==> src/rtl/mux4_rr_arbiter.sv <==
// Round-robin arbiter driving the select lines of a shared MUX4to1, with hold timeout and guard gap.
// Optional LOCK input (freezes hold timer, blocks preemption) enabled by defining MUX4_ARB_LOCK_EN.
module mux4_rr_arbiter #(
  parameter int MAX_HOLD     = 8,
  parameter int GUARD_CYCLES = 1,
  parameter int CNT_W        = 4
) (
  input  logic       CLK,
  input  logic       RST,
  input  logic [3:0] REQ,
`ifdef MUX4_ARB_LOCK_EN
  input  logic       LOCK,
`endif
  output logic [3:0] GNT,
  output logic       VALID,
  output logic       CTRL1,
  output logic       CTRL2,
  output logic [1:0] OWNER
);

  localparam logic [1:0] S_IDLE  = 2'd0;
  localparam logic [1:0] S_GRANT = 2'd1;
  localparam logic [1:0] S_GUARD = 2'd2;

  localparam logic [CNT_W-1:0] HOLD_LAST  = (MAX_HOLD > 0)     ? CNT_W'(MAX_HOLD - 1)     : '0;
  localparam logic [CNT_W-1:0] GUARD_LAST = (GUARD_CYCLES > 0) ? CNT_W'(GUARD_CYCLES - 1) : '0;

  logic [1:0]       state_q, state_d;
  logic [3:0]       gnt_q, gnt_d;
  logic [1:0]       owner_q, owner_d;
  logic [1:0]       ptr_q, ptr_d;
  logic [CNT_W-1:0] hold_q, hold_d;
  logic [CNT_W-1:0] guard_q, guard_d;

  logic [1:0] arb_base;
  logic [1:0] arb_idx;
  logic [1:0] arb_win;
  logic       arb_found;
  logic       lock_act;
  logic       others_req;
  logic       preempt;
  logic       release_own;

`ifdef MUX4_ARB_LOCK_EN
  assign lock_act = LOCK;
`else
  assign lock_act = 1'b0;
`endif

  // While granted the search starts after the current owner; elsewhere from the stored pointer.
  assign arb_base = (state_q == S_GRANT) ? owner_q + 2'd1 : ptr_q;

  always_comb begin
    arb_found = 1'b0;
    arb_win   = arb_base;
    arb_idx   = arb_base;
    for (int k = 3; k >= 0; k--) begin
      arb_idx = arb_base + 2'(k);
      if (REQ[arb_idx]) begin
        arb_found = 1'b1;
        arb_win   = arb_idx;
      end
    end
  end

  assign others_req  = |(REQ & ~gnt_q);
  assign preempt     = (MAX_HOLD > 0) && !lock_act && (hold_q >= HOLD_LAST) && others_req;
  assign release_own = !REQ[owner_q] || preempt;

  always_comb begin
    state_d = state_q;
    gnt_d   = gnt_q;
    owner_d = owner_q;
    ptr_d   = ptr_q;
    hold_d  = hold_q;
    guard_d = guard_q;
    case (state_q)
      S_GRANT: begin
        if (release_own) begin
          ptr_d = owner_q + 2'd1;
          if (GUARD_CYCLES == 0) begin
            if (arb_found) begin
              state_d = S_GRANT;
              gnt_d   = 4'b0001 << arb_win;
              owner_d = arb_win;
              hold_d  = '0;
            end else begin
              state_d = S_IDLE;
              gnt_d   = 4'b0000;
            end
          end else begin
            state_d = S_GUARD;
            gnt_d   = 4'b0000;
            guard_d = '0;
          end
        end else if (!lock_act && (hold_q != {CNT_W{1'b1}})) begin
          hold_d = hold_q + 1'b1;
        end
      end
      S_GUARD: begin
        if (guard_q >= GUARD_LAST) begin
          if (arb_found) begin
            state_d = S_GRANT;
            gnt_d   = 4'b0001 << arb_win;
            owner_d = arb_win;
            hold_d  = '0;
          end else begin
            state_d = S_IDLE;
          end
        end else begin
          guard_d = guard_q + 1'b1;
        end
      end
      default: begin
        gnt_d = 4'b0000;
        if (arb_found) begin
          state_d = S_GRANT;
          gnt_d   = 4'b0001 << arb_win;
          owner_d = arb_win;
          hold_d  = '0;
        end else begin
          state_d = S_IDLE;
        end
      end
    endcase
  end

  always_ff @(posedge CLK) begin
    if (RST) begin
      state_q <= S_IDLE;
      gnt_q   <= 4'b0000;
      owner_q <= 2'd0;
      ptr_q   <= 2'd0;
      hold_q  <= '0;
      guard_q <= '0;
    end else begin
      state_q <= state_d;
      gnt_q   <= gnt_d;
      owner_q <= owner_d;
      ptr_q   <= ptr_d;
      hold_q  <= hold_d;
      guard_q <= guard_d;
    end
  end

  assign GNT   = gnt_q;
  assign VALID = |gnt_q;
  assign CTRL1 = owner_q[1];
  assign CTRL2 = owner_q[0];
  assign OWNER = owner_q;

endmodule
==> config.mk <==
export PLATFORM = sky130hd
export DESIGN_NAME = mux4_rr_arbiter
export DESIGN_NICKNAME = d
export VERILOG_FILES = /design/src/rtl/mux4_rr_arbiter.sv
export SDC_FILE = /design/constraint.sdc
export NUM_CORES = 1
export LEC_CHECK = 0
export CORE_ASPECT_RATIO = 0.75
export CORE_MARGIN = 1
export CORE_UTILIZATION = 50
export DETAILED_ROUTE_END_ITERATION = 8
export PLACE_DENSITY_LB_ADDON = 0.15
export SKIP_CTS_REPAIR_TIMING = 1
export SYNTH_ARGS = -nofsm -noshare
export SYNTH_HDL_FRONTEND = slang
export SYNTH_SLANG_ARGS = --single-unit
==> constraint.sdc <==
create_clock -name CLK -period 2.4 [get_ports CLK]
set_input_delay 0.6 -clock CLK [delete_from_list [all_inputs] [get_ports CLK]]
set_output_delay 0.6 -clock CLK [all_outputs]
set_load 0.05 [all_outputs]
==> results.toml <==
[synthesis]
yosys_warnings = 0
netlist.area_leader.share = 0.289
ys_seq_area_frac = 0.289
synth_common_cells = "dfxtp_1 (14), nor2_1 (8), inv_1 (7)"
synthesis.nets = 122
syn_area_per_cell_um2 = 8.67
synth_area_leaders = "dfxtp_1 (29%), ha_1 (5.2%), mux2i_1 (4.1%), a21oi_1 (3.1%), nand3b_1 (3.1%)"
synth.most_common_cell = "dfxtp_1"
synth-edff-count = 0
syn-cell-area_um2 = 971
synth_top_area_cell = "dfxtp_1"
ys_ff_latch = 14
ys.flop_type = "dfxtp_1"
synth_cells = 112
async_flop_share = 0
ys_types = 52

[power]
p_sw_frac = 0.390
p_per_area_mw_per_mm2 = 648
p_clk_frac = 0.213
cell_internal_pwr_w = 0.000492
p_seq_frac = 0.350
p_sw_w = 0.000314
combinationalPowerShare = 0.437
p_leak_nw = 0.490
ir_drop_mv = 0.530

[sta]
finalMaxSlewViolations = 0
rsz0062_at_grt = "false"
hold_slack_ps = 501
period_share = 0.934
hold_violations = 0
clock.fmax_mhz = 446
fin_skew_ps = 3.27
fin_tns_setup_ps = 0
setup_viol = 0
relSlewSlack = 0.665
worst_pin_slew_ps = 501
period_minus_slack_ps = 2240

[layout]
final_nets = 149
multi_input_area_um2 = 632
utilization = 0.701
areaGrowthSynthToFinish_pct = 28.0
drive_above_1_share = 0.188
diodes = 0
fill_cells = 148
final-seq-area_um2 = 280
instances_no_fill = 160

[route]
drt-initial-drc-count = 37
route.detailed.drc = 0
dr_total_vias = 946
wl_per_cell_um = 14.4
wl_um = 2300
viasPerCell = 5.91
antenna_left = 0
firstDrtPassIters = 4

[worst_setup_path]
start_kind = "flip-flop"
cp-end-kind = "output port"
worst-path-max-fanout = 7
rr_startpoint = "state_q[1]"
crit_buf_inv = 1
path_delay_family = "buffers and inverters"
cp_cell_sequence = "clkdlybuf4s50_1"
r2r_cells = 7
critPathArrivalTime_ps = 1640
critPathKind = "reg -> out"
ff2ff_setup_slack_ps = 410
slowest_stage = "clkdlybuf4s50_1"
worstReg2RegEnd = "GNT[0]"
cp_data_required_time_ps = 1800
cp_slowest_stage_delay_ps = 870

[min_path]
min_from = "hold_q[1]"
hold-path-cell-count = 2
holdPathEnd = "hold_q[1]"
hp-class = "reg -> reg"

[die]
pin_count = 15
start_util = 0.548
die_w_um = 52.9
core_mm2 = 0.00177
fp.dieH_um = 40.2
fp.dieArea_mm2 = 0.00212
core.rowCount = 13

[cts]
ctsLongestPathBuffers = 2
clk_latency_ps = 280
cts_tree = "built"
cts.htree.levels = 1
cts-buffers-inserted = 3
path_clk_slew_ps = 80
root_buffer = "clkbuf_4"
numClockSinks = 14

[run]
cap_violations = 0

[grt]
antenna_found_initial = 0
grt_pass1_wl_um = 3530
met2_usage = 0.348
grt_overflow_total = 0
grt_usage = 0.244
grt_use_met1 = 0.342
grt_max_degree = 16
top_usage_layer = "met2"
grt_pass1_vias = 712
grt_util_met3 = 0.0682

[placement]
routabilityCongestion = 0.819
dp_hpwl_um = 1800
port_buffers = 14
place_inst = 156

[run_status]
status = "complete, no violations"
## cell families after synthesis
family,after synthesis,share of synthesized area
buffers and inverters,12,0.0606
xor gates and xnor gates,1,0.00902
muxes,5,0.0644
and+or+nand+nor,46,0.286
AOI/OAI and AO/OA,29,0.229
adders and majority gates,5,0.0619
DFF,14,0.289
## per-stage QoR
stage          instance area [µm²]  total power [W]  setup slack [ps]
5_1_grt                       1240         0.000848               128
4_1_cts                       1240         0.000811             -64.1
6_report                      1240         0.000805               160
2_1_floorplan                  971         0.000524               233
3_3_place_gp                  1200         0.000630              14.5
3_5_place_dp                  1200         0.000635             -18.5
## power groups by stage
stage / Sequential (W) / Clock (W) / Combinational (W)
6_report: 0.000282 / 0.000172 / 0.000352
2_1_floorplan: 0.000325 / 0 / 0.000200
5_1_grt: 0.000284 / 0.000188 / 0.000375
3_3_place_gp: 0.000285 / 0 / 0.000345
3_5_place_dp: 0.000286 / 0 / 0.000349
4_1_cts: 0.000281 / 0.000179 / 0.000351
## worst max-delay path by stage
stage / from / to / slack (ps) / cells after the start
floorplan: OWNER[0] / GNT[2] / 230 / 4
global placement: REQ[3] / GNT[2] / 10 / 5
global route: OWNER[0] / CTRL2 / 130 / 1
detailed placement: REQ[3] / GNT[3] / -20 / 5
finish: OWNER[0] / CTRL2 / 160 / 1
CTS: GNT[0] / VALID / -60 / 2
## flip-flops by register name, indices dropped and copies added, names as in the netlist
register and cells:
OWNER 2, state_q 2, hold_q 4, ptr_q 2, GNT 4
## cells in the final DEF, fill, tap and decap left out, types with 2 or more instances in the layout
| master | instances |
|---|---|
| clkdlybuf4s50_1 | 13 |
| and2b_1 | 2 |
| a21oi_1 | 6 |
| ha_1 | 4 |
| nand2b_1 | 4 |
| nor2_1 | 8 |
| o32ai_1 | 2 |
| nand2_1 | 5 |
| nand3_1 | 5 |
| clkbuf_4 | 3 |
| mux2i_1 | 4 |
| inv_1 | 7 |
| buf_4 | 13 |
| nor4_1 | 2 |
| o31ai_1 | 2 |
| nand3b_1 | 4 |
| dfxtp_1 | 14 |
| a211oi_1 | 3 |
| nor2b_1 | 3 |
## area by class of cell
cell class | count | share of cell area
timing repair buffer | 27 | 0.193
inverter | 7 | 0.0211
clock buffer | 4 | 0.0292
multi-input combinational | 86 | 0.509
tap | 22 | 0.0222
sequential | 14 | 0.226
## per-layer routing
layer  up-vias  share of wire
li1        473              -
met1       434           0.51
met2        35           0.42
met3         4          0.060
met4         0          0.013
met5         -              0
Power figures use the tool's default switching activity.
